### src/rtl/mdio_pkg.sv
// mdio_pkg: shared state encoding, opcodes, field widths and register defaults for the MDIO responder
package mdio_pkg;
    typedef enum logic [3:0] {IDLE, ST, OP, PHYAD, REGAD, TA, WDATA, RDATA, SKIP} state_t;
    localparam logic [1:0] OP_RD = 2'b10;
    localparam logic [1:0] OP_WR = 2'b01;
    localparam int PHYAD_W = 5;
    localparam int REGAD_W = 5;
    localparam int TA_W = 2;
    localparam int DATA_W = 16;
    localparam int NREGS = 32;
    localparam logic [DATA_W-1:0] REG0_DEF = 16'h1140;
    localparam logic [DATA_W-1:0] REG1_DEF = 16'h7969;
    typedef logic [NREGS-1:0][DATA_W-1:0] regfile_t;
    function automatic regfile_t reg_defaults(input logic [31:0] id);
        regfile_t r;
        r = '0;
        r[0] = REG0_DEF;
        r[1] = REG1_DEF;
        r[2] = id[31:16];
        r[3] = id[15:0];
        return r;
    endfunction
endpackage

### src/rtl/mdio_sync_edge.sv
// mdio_sync_edge: 2-flop synchronizer with registered rise/fall event pulses
// Ports: clk/reset system clock and sync active-high reset; d_i asynchronous input;
//        rise_o/fall_o one-cycle pulses, 3 clk after the pin edge.
module mdio_sync_edge (
    input  logic clk,
    input  logic reset,
    input  logic d_i,
    output logic rise_o,
    output logic fall_o
);
    logic [2:0] s_q;
    always_ff @(posedge clk) begin
        if (reset) begin
            s_q    <= 3'b111;
            rise_o <= 1'b0;
            fall_o <= 1'b0;
        end else begin
            s_q    <= {s_q[1:0], d_i};
            rise_o <= s_q[1] & ~s_q[2];
            fall_o <= ~s_q[1] & s_q[2];
        end
    end
endmodule

### src/rtl/mdio_responder.sv
// mdio_responder: Clause 22 MDIO responder with a 32 x 16 register file
// Ports: clk/reset system clock and sync active-high reset; mdc/mdio_in from the MAC;
//        mdio_out/mdio_oen line drive (oen active-low); wr_strobe/wr_addr/wr_data report
//        committed writes; frame_err pulses on a bad start or opcode.
module mdio_responder
    import mdio_pkg::*;
#(
    parameter logic [PHYAD_W-1:0] PHY_ADDR     = 5'd0,
    parameter logic [31:0]        PHY_ID       = 32'h0141_0CC2,
    parameter int                 PREAMBLE_LEN = 32
) (
    input  logic               clk,
    input  logic               reset,
    input  logic               mdc,
    input  logic               mdio_in,
    output logic               mdio_out,
    output logic               mdio_oen,
    output logic               wr_strobe,
    output logic [REGAD_W-1:0] wr_addr,
    output logic [DATA_W-1:0]  wr_data,
    output logic               frame_err
);
    localparam int CW = $clog2(PREAMBLE_LEN + 1);
    localparam logic [CW-1:0] PL = CW'(PREAMBLE_LEN);
    localparam regfile_t DEFAULTS = reg_defaults(PHY_ID);

    state_t               state_q;
    logic [CW-1:0]        ones_q;
    logic [4:0]           cnt_q;
    logic [1:0]           op_q;
    logic [PHYAD_W-1:0]   phy_q;
    logic [REGAD_W-1:0]   reg_q;
    logic [DATA_W-2:0]    sh_q;
    logic [DATA_W-1:0]    rdata_q;
    regfile_t             regs_q;
    logic [1:0]           md_q;
    logic                 mdc_rise, mdc_fall, b, op_ok;
    logic [1:0]           op_d;
    logic [REGAD_W-1:0]   regad_d;
    logic [DATA_W-1:0]    wdata_d;

    mdio_sync_edge u_mdc_sync (
        .clk    (clk),
        .reset  (reset),
        .d_i    (mdc),
        .rise_o (mdc_rise),
        .fall_o (mdc_fall)
    );

    assign b       = md_q[1];
    assign op_d    = {op_q[0], b};
    assign op_ok   = (op_d == OP_RD) || (op_d == OP_WR);
    assign regad_d = {reg_q[3:0], b};
    assign wdata_d = {sh_q, b};

    always_ff @(posedge clk) begin
        if (reset) begin
            state_q   <= IDLE;
            ones_q    <= '0;
            cnt_q     <= '0;
            op_q      <= '0;
            phy_q     <= '0;
            reg_q     <= '0;
            sh_q      <= '0;
            rdata_q   <= '0;
            regs_q    <= DEFAULTS;
            md_q      <= 2'b11;
            mdio_oen  <= 1'b1;
            mdio_out  <= 1'b1;
            wr_strobe <= 1'b0;
            frame_err <= 1'b0;
            wr_addr   <= '0;
            wr_data   <= '0;
        end else begin
            md_q      <= {md_q[0], mdio_in};
            wr_strobe <= 1'b0;
            frame_err <= 1'b0;
            if (mdc_rise) begin
                case (state_q)
                    IDLE: begin
                        if (b) ones_q <= (ones_q == PL) ? PL : ones_q + 1'b1;
                        else if (ones_q == PL) begin
                            state_q <= ST;
                            ones_q  <= '0;
                            cnt_q   <= '0;
                        end else ones_q <= '0;
                    end
                    ST: begin
                        state_q   <= b ? OP : IDLE;
                        frame_err <= ~b;
                        cnt_q     <= '0;
                    end
                    OP: begin
                        op_q  <= op_d;
                        cnt_q <= cnt_q + 5'd1;
                        if (cnt_q == 5'd1) begin
                            state_q   <= op_ok ? PHYAD : IDLE;
                            frame_err <= ~op_ok;
                            cnt_q     <= '0;
                        end
                    end
                    PHYAD: begin
                        phy_q <= {phy_q[3:0], b};
                        cnt_q <= (cnt_q == 5'd4) ? 5'd0 : cnt_q + 5'd1;
                        if (cnt_q == 5'd4) state_q <= REGAD;
                    end
                    REGAD: begin
                        reg_q <= regad_d;
                        cnt_q <= (cnt_q == 5'd4) ? 5'd0 : cnt_q + 5'd1;
                        if (cnt_q == 5'd4) begin
                            rdata_q <= regs_q[regad_d];
                            state_q <= (phy_q == PHY_ADDR) ? TA : SKIP;
                        end
                    end
                    // write turnaround: two bits taken on trust, data follows
                    TA: if (op_q == OP_WR) begin
                        cnt_q <= (cnt_q == 5'd1) ? 5'd0 : cnt_q + 5'd1;
                        if (cnt_q == 5'd1) state_q <= WDATA;
                    end
                    WDATA: begin
                        sh_q  <= wdata_d[DATA_W-2:0];
                        cnt_q <= (cnt_q == 5'd15) ? 5'd0 : cnt_q + 5'd1;
                        if (cnt_q == 5'd15) begin
                            state_q <= IDLE;
                            if (!(reg_q inside {5'd1, 5'd2, 5'd3})) begin
                                wr_strobe <= 1'b1;
                                wr_addr   <= reg_q;
                                wr_data   <= wdata_d;
                                // reg0 bit 15 is a self-clearing soft reset of the whole file
                                if (reg_q == 5'd0 && wdata_d[15]) regs_q <= DEFAULTS;
                                else regs_q[reg_q] <= wdata_d;
                            end
                        end
                    end
                    SKIP: begin
                        cnt_q <= (cnt_q == 5'(TA_W + DATA_W - 1)) ? 5'd0 : cnt_q + 5'd1;
                        if (cnt_q == 5'(TA_W + DATA_W - 1)) state_q <= IDLE;
                    end
                    default: ;
                endcase
            end else if (mdc_fall) begin
                case (state_q)
                    // read turnaround: first fall stays high-Z, second drives the 0
                    TA: if (op_q == OP_RD) begin
                        cnt_q <= (cnt_q == 5'd1) ? 5'd0 : cnt_q + 5'd1;
                        if (cnt_q == 5'd1) begin
                            mdio_oen <= 1'b0;
                            mdio_out <= 1'b0;
                            state_q  <= RDATA;
                        end
                    end
                    RDATA: begin
                        if (cnt_q == 5'd16) begin
                            mdio_oen <= 1'b1;
                            mdio_out <= 1'b1;
                            state_q  <= IDLE;
                            cnt_q    <= '0;
                        end else begin
                            mdio_out <= rdata_q[DATA_W-1];
                            rdata_q  <= {rdata_q[DATA_W-2:0], 1'b0};
                            cnt_q    <= cnt_q + 5'd1;
                        end
                    end
                    default: ;
                endcase
            end
        end
    end
endmodule
### config.mk
export PLATFORM = sky130hd
export DESIGN_NAME = mdio_responder
export DESIGN_NICKNAME = d
export VERILOG_FILES = /design/src/rtl/mdio_pkg.sv /design/src/rtl/mdio_sync_edge.sv /design/src/rtl/mdio_responder.sv
export SDC_FILE = /design/constraint.sdc
export NUM_CORES = 1
export LEC_CHECK = 0
export ABC_AREA = 1
export ABC_CLOCK_PERIOD_IN_PS = 3200
export BUFFER_PORTS_ARGS = -buffer_cell sky130_fd_sc_hd__buf_2
export CORE_ASPECT_RATIO = 1.75
export CORE_MARGIN = 3
export CORE_UTILIZATION = 50
export DETAILED_ROUTE_END_ITERATION = 6
export PLACE_DENSITY = 0.64
export SLEW_MARGIN = 20
export SYNTH_ARGS = -nofsm -noshare
export SYNTH_HDL_FRONTEND = slang
export SYNTH_HIERARCHICAL = 1
export SYNTH_SLANG_ARGS = --single-unit
### constraint.sdc
create_clock -name clk -period 3.2 [get_ports clk]
set_input_delay 0.16 -clock clk [delete_from_list [all_inputs] [get_ports clk]]
set_output_delay 0.16 -clock clk [all_outputs]
set_load 0.01 [all_outputs]
==> results.cfg, run 1 <==
[status]
status = complete, no violations

[worst_hold_path]
min_path_type = input pin to flop
min_from = reset

[timing]
slew_headroom_pct = 35.0
tightest_slew_ns = 0.972
drv_slew = 0
fin_crit_ns = 2.65
fin_crit_sh_pct = 82.7
rsz0062_at_grt = false
setup_violations = 0
fin_tns_setup_ns = 0
skew_ns = 0.0238
hold_viol = 0
holdWs_ns = 0.0126
clock.fmax_mhz = 378

[clocking]
cts.clk_slew.worst_paths_ns = 0.07
htree_levels = 2
cts_max_path_buffers = 3
cts_setup_buffers = 0
post_cts_resized = 0
clock-sinks = 602
numCtsBuffers = 56
clkLatencyLatePin_ns = 0.62
holdBufCountCts = 2
cts_tree = built
clockRootBuffer = clkbuf_16

[route]
drt_wl_total_mm = 89.3
drt_iter0_markers = 2539
drc = 0
detail_route.vias_per_cell = 5.30
vias = 26575
wl_per_cell_um = 17.8
first_pass_iters = 6
postRouteAntennaNets = 0

[worst_setup_path]
cp.required_ns = 3.73
crit_type = flop to flop
endpoint_kind = flop
cp-start-kind = flop
r2r-start = reg_q[0]$_SDFFE_PP0P_
startpoint = reg_q[0]$_SDFFE_PP0P_
worst-path-max-fanout = 17
worstPathArrival_ns = 3.17

[die]
rows = 114
die_x_um = 185
die-area_sq_um = 59200
ioPinCount = 29
die_y_um = 320
core_sq_um = 55500
initial_core_util_pct = 50.7

[run]
drv_cap = 0

[grt]
grtUsageTotal_pct = 29.6
overflow = 0
grt_max_degree = 104
antenna_found_initial = 0
grt_pass1_vias = 24369
grt_pass1_wl_mm = 139

[synthesis]
synthFlopType = dfxtp_1
synthDistinctLibCells = 37
synthSimpleGateAreaFrac_pct = 34.7
synth_xor_area_share_pct = 0.0935
ys_seq_area_share_pct = 42.9
ys_warn_count = 6
ys_seq_elements = 602
synth_top_family_by_area = simple AND/OR/NAND/NOR gates
avgSynthCellArea_sq_um = 6.41
synthAdderAreaFrac_pct = 0.312
syn-cell-area_sq_um = 28100
synth_edf_count = 0
syn_inst = 4383
ys_async_sr_fraction_pct = 0
synth_compound_area_share_pct = 11.5
syn_nets = 4394
synth.area.mux_share_pct = 0

[finish]
fin_cells = 5016
final_util_pct = 54.9
drive_above_1_share_pct = 6.71
nets = 4291
area_growth_pct = 8.42
diodes = 0

[power_and_ir_drop]
ir_drop_mv = 0.374
leakage_nw = 11.7
powerDensity_nw_per_um2 = 476
finalPower_mw = 14.5

[place]
gp_congestion = 0.958
dp.cells = 4916
port_buffers = 28
hpwlAfterDp_mm = 56.6
-- layer usage --
layer | track usage (%) | vias to the layer above | part of all wire, %
met5 | 0 | - | 0
met2 | 50.9 | 771 | 49
met4 | 15.0 | 0 | 5.5
li1 | - | 13322 | -
met3 | 2.78 | 217 | 4.9
met1 | 36.7 | 12265 | 40
-- sequential cells by signal (all words and copies together), names as in the netlist, 5 cells and up --
| register | cells |
|---|---|
| cnt_q | 5 |
| ones_q | 6 |
| phy_q | 5 |
| rdata_q | 16 |
| reg_q | 5 |
| regs_q | 512 |
| sh_q | 15 |
| wr_addr | 5 |
| wr_data | 16 |
-- stage by stage --
stage / instance area (sq um) / setup WS [ns]
6_report: 30500 / 0.555
2_1_floorplan: 28100 / 1.28
3_3_place_gp: 28700 / 0.582
5_1_grt: 30500 / 0.175
4_1_cts: 30500 / 0.496
3_5_place_dp: 28700 / 0.521
-- final timing paths --
kind,end,slack (ns),cells past startpoint
worst min register to register,u_mdc_sync/rise_o$_SDFF_PP0_,0.41,1
worst min-delay path,u_mdc_sync/fall_o$_SDFF_PP0_,0.01,2
worst max register to register,regs_q[196]$_SDFFE_PP0P_,0.55,7
worst max-delay path,regs_q[196]$_SDFFE_PP0P_,0.55,7
-- cell usage after synthesis (17+ instances only) --
cell type / n / share of area (%)
dfxtp_1: 602 / 43
nand3_1: 243 / 4.3
a21oi_1: 543 / 9.7
nor2_1: 234 / 3.1
nor3_1: 51 / 0.91
buf_2: 91 / 1.6
o21ai_2: 31 / 0.97
inv_1: 366 / 4.9
buf_6: 34 / 1.4
inv_2: 23 / 0.31
nand2_1: 1914 / 26
o21ai_0: 34 / 0.61
buf_1: 17 / 0.23
clkbuf_1: 141 / 1.9
-- cells in the final DEF (no fill, tap or decap), types with 32 or more instances in the layout --
| cell | Yosys | final |
|---|---|---|
| nor2_1 | 234 | 233 |
| o21ai_2 | 31 | 32 |
| nor3_1 | 51 | 51 |
| buf_4 | 5 | 75 |
| a21oi_1 | 543 | 543 |
| inv_1 | 366 | 366 |
| o21ai_0 | 34 | 33 |
| dfxtp_1 | 602 | 599 |
| nand2_1 | 1914 | 1914 |
| clkbuf_16 | 0 | 57 |
| nand3_1 | 243 | 243 |
-- cells by family after synthesis --
family                   Yosys count
AO/OA/AOI/OAI                    618
XOR/XNOR                           3
adder cells (fa/ha/maj)            7
buffers and inverters            681
flip-flops                       602
AND/OR/NAND/NOR                 2472
-- power breakdown --
group	switching [mW]	leakage (nW)	internal, mW
registers	0.00870	4.85	7.49
logic	0.311	5.96	0.0936
clock network	2.95	0.870	3.66
total	3.27	11.7	11.2
-- worst max-delay path: stages, from the launching register on --
cell     delay, ns
dfxtp_2       0.43
inv_1         0.25
nand2_1       0.51
nor2_1        0.10
buf_4         0.23
o21ai_2       0.70
nand2_1       0.13
a21oi_1       0.18
-- final cells by class --
| class | count | area (sq um) |
|---|---|---|
| Fill cell | 5656 | 25000 |
| Timing Repair Buffer | 128 | 1190 |
| Inverter | 392 | 1480 |
| Tap cell | 696 | 871 |
| Clock buffer | 89 | 1690 |
| Sequential cell | 602 | 12100 |
| Multi-Input combinational cell | 3100 | 13100 |
| Clock inverter | 9 | 70.1 |
No activity file was read; power rests on OpenSTA's default activity.
==> run 2: changes to the inputs <==
- ABC_CLOCK_PERIOD_IN_PS: 3200 -> 2500
- clock period: 3.2 -> 2.5 ns (I/O delays scaled with it)
==> run 2 against run 1 <==
Net effect: clock-buffer cell count grew 2; register-to-register slack worse by 0.40 ns; die area did not move; clock power grew 33%; via count grew 0.47%; clock skew is 0.00055 ns lower; power up 30%; critical endpoint is now regs_q[401]$_SDFFE_PP0P_; largest power group unchanged.
==> results.cfg, run 2 (synthesized netlist as in run 1, its figures left out) <==
[place]
dp.cells = 4948
hpwlAfterDp_mm = 58.7
placed_area_sq_um = 29100
gp_congestion = 0.910
port_buffers = 28

[worst_setup_path]
worstPathArrival_ns = 2.88
crit_type = flop to flop
cp_slowest_stage_delay_ns = 0.63
reg2reg_depth = 7
cp.required_ns = 3.03
worst-path-max-fanout = 38
endpoint_kind = flop
reg2reg_to = regs_q[401]$_SDFFE_PP0P_
cp-start-kind = flop
critPathSlowestCell = o21ai_2
r2r_slack_ns = 0.16
path_delay_family = compound AO/OA/AOI/OAI gates
cp_num_buf_inv = 2
crit_chain = buf_4, inv_2, nand3_1, nor2_1, o21ai_2, nand2_1, a21oi_1
r2r-start = reg_q[2]$_SDFFE_PP0P_

[finish]
multi_input_area_sq_um = 13100
drive_above_1_share_pct = 7.53
layout_common_cells = 1914 x nand2_1, 599 x dfxtp_1, 543 x a21oi_1
diodes = 0
seqCellArea_sq_um = 12100
num-fill-cells = 5625
final_util_pct = 55.9
area_growth_pct = 10.4
final_common_cell = nand2_1
final_cell_area_sq_um = 31000
top_regs = regs_q (512), rdata_q (16), wr_data (16)
largest-register = regs_q
nets = 4324
largest_register_ffs = 512
fin_cells = 5052

[timing]
holdWs_ns = 0.251
clock.fmax_mhz = 427
slew_headroom_pct = 43.5
fin_crit_sh_pct = 93.7
rsz0062_at_grt = false
tightest_slew_ns = 0.847
drv_slew = 0
hold_viol = 0
fin_tns_setup_ns = 0
setup_violations = 0
fin_crit_ns = 2.34
skew_ns = 0.0232

[die]
die_x_um = 185
die_y_um = 320
ioPinCount = 29
initial_core_util_pct = 50.7
die-area_sq_um = 59200
core_sq_um = 55500
rows = 114

[route]
wl_per_cell_um = 17.7
drt_iter0_markers = 2258
first_pass_iters = 5
postRouteAntennaNets = 0
detail_route.vias_per_cell = 5.29
drc = 0
vias = 26701
drt_wl_total_mm = 89.4

[power_and_ir_drop]
powerDensity_nw_per_um2 = 610
ir_drop_mv = 0.514
leakage_nw = 11.9

[clocking]
numCtsBuffers = 56
cts_max_path_buffers = 3
clockRootBuffer = clkbuf_16
clock-sinks = 602
htree_levels = 2
clkLatencyLatePin_ns = 0.61
cts_setup_buffers = 0
cts.clk_slew.worst_paths_ns = 0.06
cts_tree = built

[grt]
grt_max_degree = 93
grtUsageMet1_pct = 36.0
grt_use_met2_pct = 51.5
grt_pass1_wl_mm = 139
grt_util_met3_pct = 2.94
grt_pass1_vias = 24507
grtUsageTotal_pct = 29.6
overflow = 0
top_usage_layer = met2
antenna_found_initial = 0

[worst_hold_path]
whs_path_depth = 3
min_path_type = input pin to flop
min_from = mdc
min_to = u_mdc_sync/s_q[0]$_SDFF_PP1_

[status]
status = complete, no violations

[run]
drv_cap = 0
run 2: changes by cell type in the layout (fill, tap and decap cells not counted), sizes merged:
cell         change
clkinvlp         +1
bufinv           +2
clkinv           -2
buf             +32
dlygate4sd3      +1
clkbuf           +2
run 2: worst register-to-register path, cell delays in order (launching register included):
cell,delay (ns)
dfxtp_1,0.35
buf_4,0.44
inv_2,0.16
nand3_1,0.26
nor2_1,0.13
o21ai_2,0.63
nand2_1,0.13
a21oi_1,0.17
run 2: power breakdown:
part | total [mW] | switching [mW] | leakage (nW) | internal [mW]
Clock | 8.78 | 3.76 | 0.917 | 5.02
Sequential | 9.60 | 0.00784 | 4.85 | 9.59
Combinational | 0.532 | 0.402 | 6.16 | 0.130
run 2: how the worst max path moves through the flow:
| stage | from | end | slack [ns] | depth (start not counted) |
|---|---|---|---|---|
| 2_1_floorplan | cnt_q[0]$_SDFFE_PP0P_ | wr_data[10]$_SDFFE_PP0P_ | 0.58 | 11 |
| 3_3_place_gp | cnt_q[1]$_SDFFE_PP0P_ | wr_data[15]$_SDFFE_PP0P_ | 0.17 | 10 |
| 3_5_place_dp | cnt_q[1]$_SDFFE_PP0P_ | wr_data[15]$_SDFFE_PP0P_ | 0.14 | 10 |
| 4_1_cts | cnt_q[1]$_SDFFE_PP0P_ | wr_data[15]$_SDFFE_PP0P_ | 0.13 | 10 |
| 5_1_grt | reg_q[2]$_SDFFE_PP0P_ | regs_q[440]$_SDFFE_PP0P_ | 0.01 | 7 |
| 6_report | reg_q[2]$_SDFFE_PP0P_ | regs_q[401]$_SDFFE_PP0P_ | 0.16 | 7 |
run 2: area by class of cell:
class                           count  area share, %
Inverter                          392           4.78
Timing Repair Buffer              161           5.22
Clock inverter                     10          0.411
Clock buffer                       91           5.59
Multi-Input combinational cell   3100           42.3
Tap cell                          696           2.81
Sequential cell                   602           38.9
run 2: metrics by stage:
step                      total power, mW  setup slack (ns)
final                                18.9             0.157
after global routing                 19.5            0.0119
after CTS                            19.0             0.127
after detailed placement             10.3             0.142
after global placement               10.3             0.172
after floorplan                      10.2             0.581
run 2: layer usage:
metal | vias up | wire length (um)
met3 | 215 | 4400
met1 | 12328 | 35700
li1 | 13393 | -
met4 | 0 | 5160
met5 | - | 0
met2 | 765 | 44200
run 2: what timing repair did:
item                                   in CTS  in global routing
hold buffers                                3                  0
gates resized for setup                     0                  4
setup endpoints to repair                   0                 51
endpoints found under the hold margin      29                  0
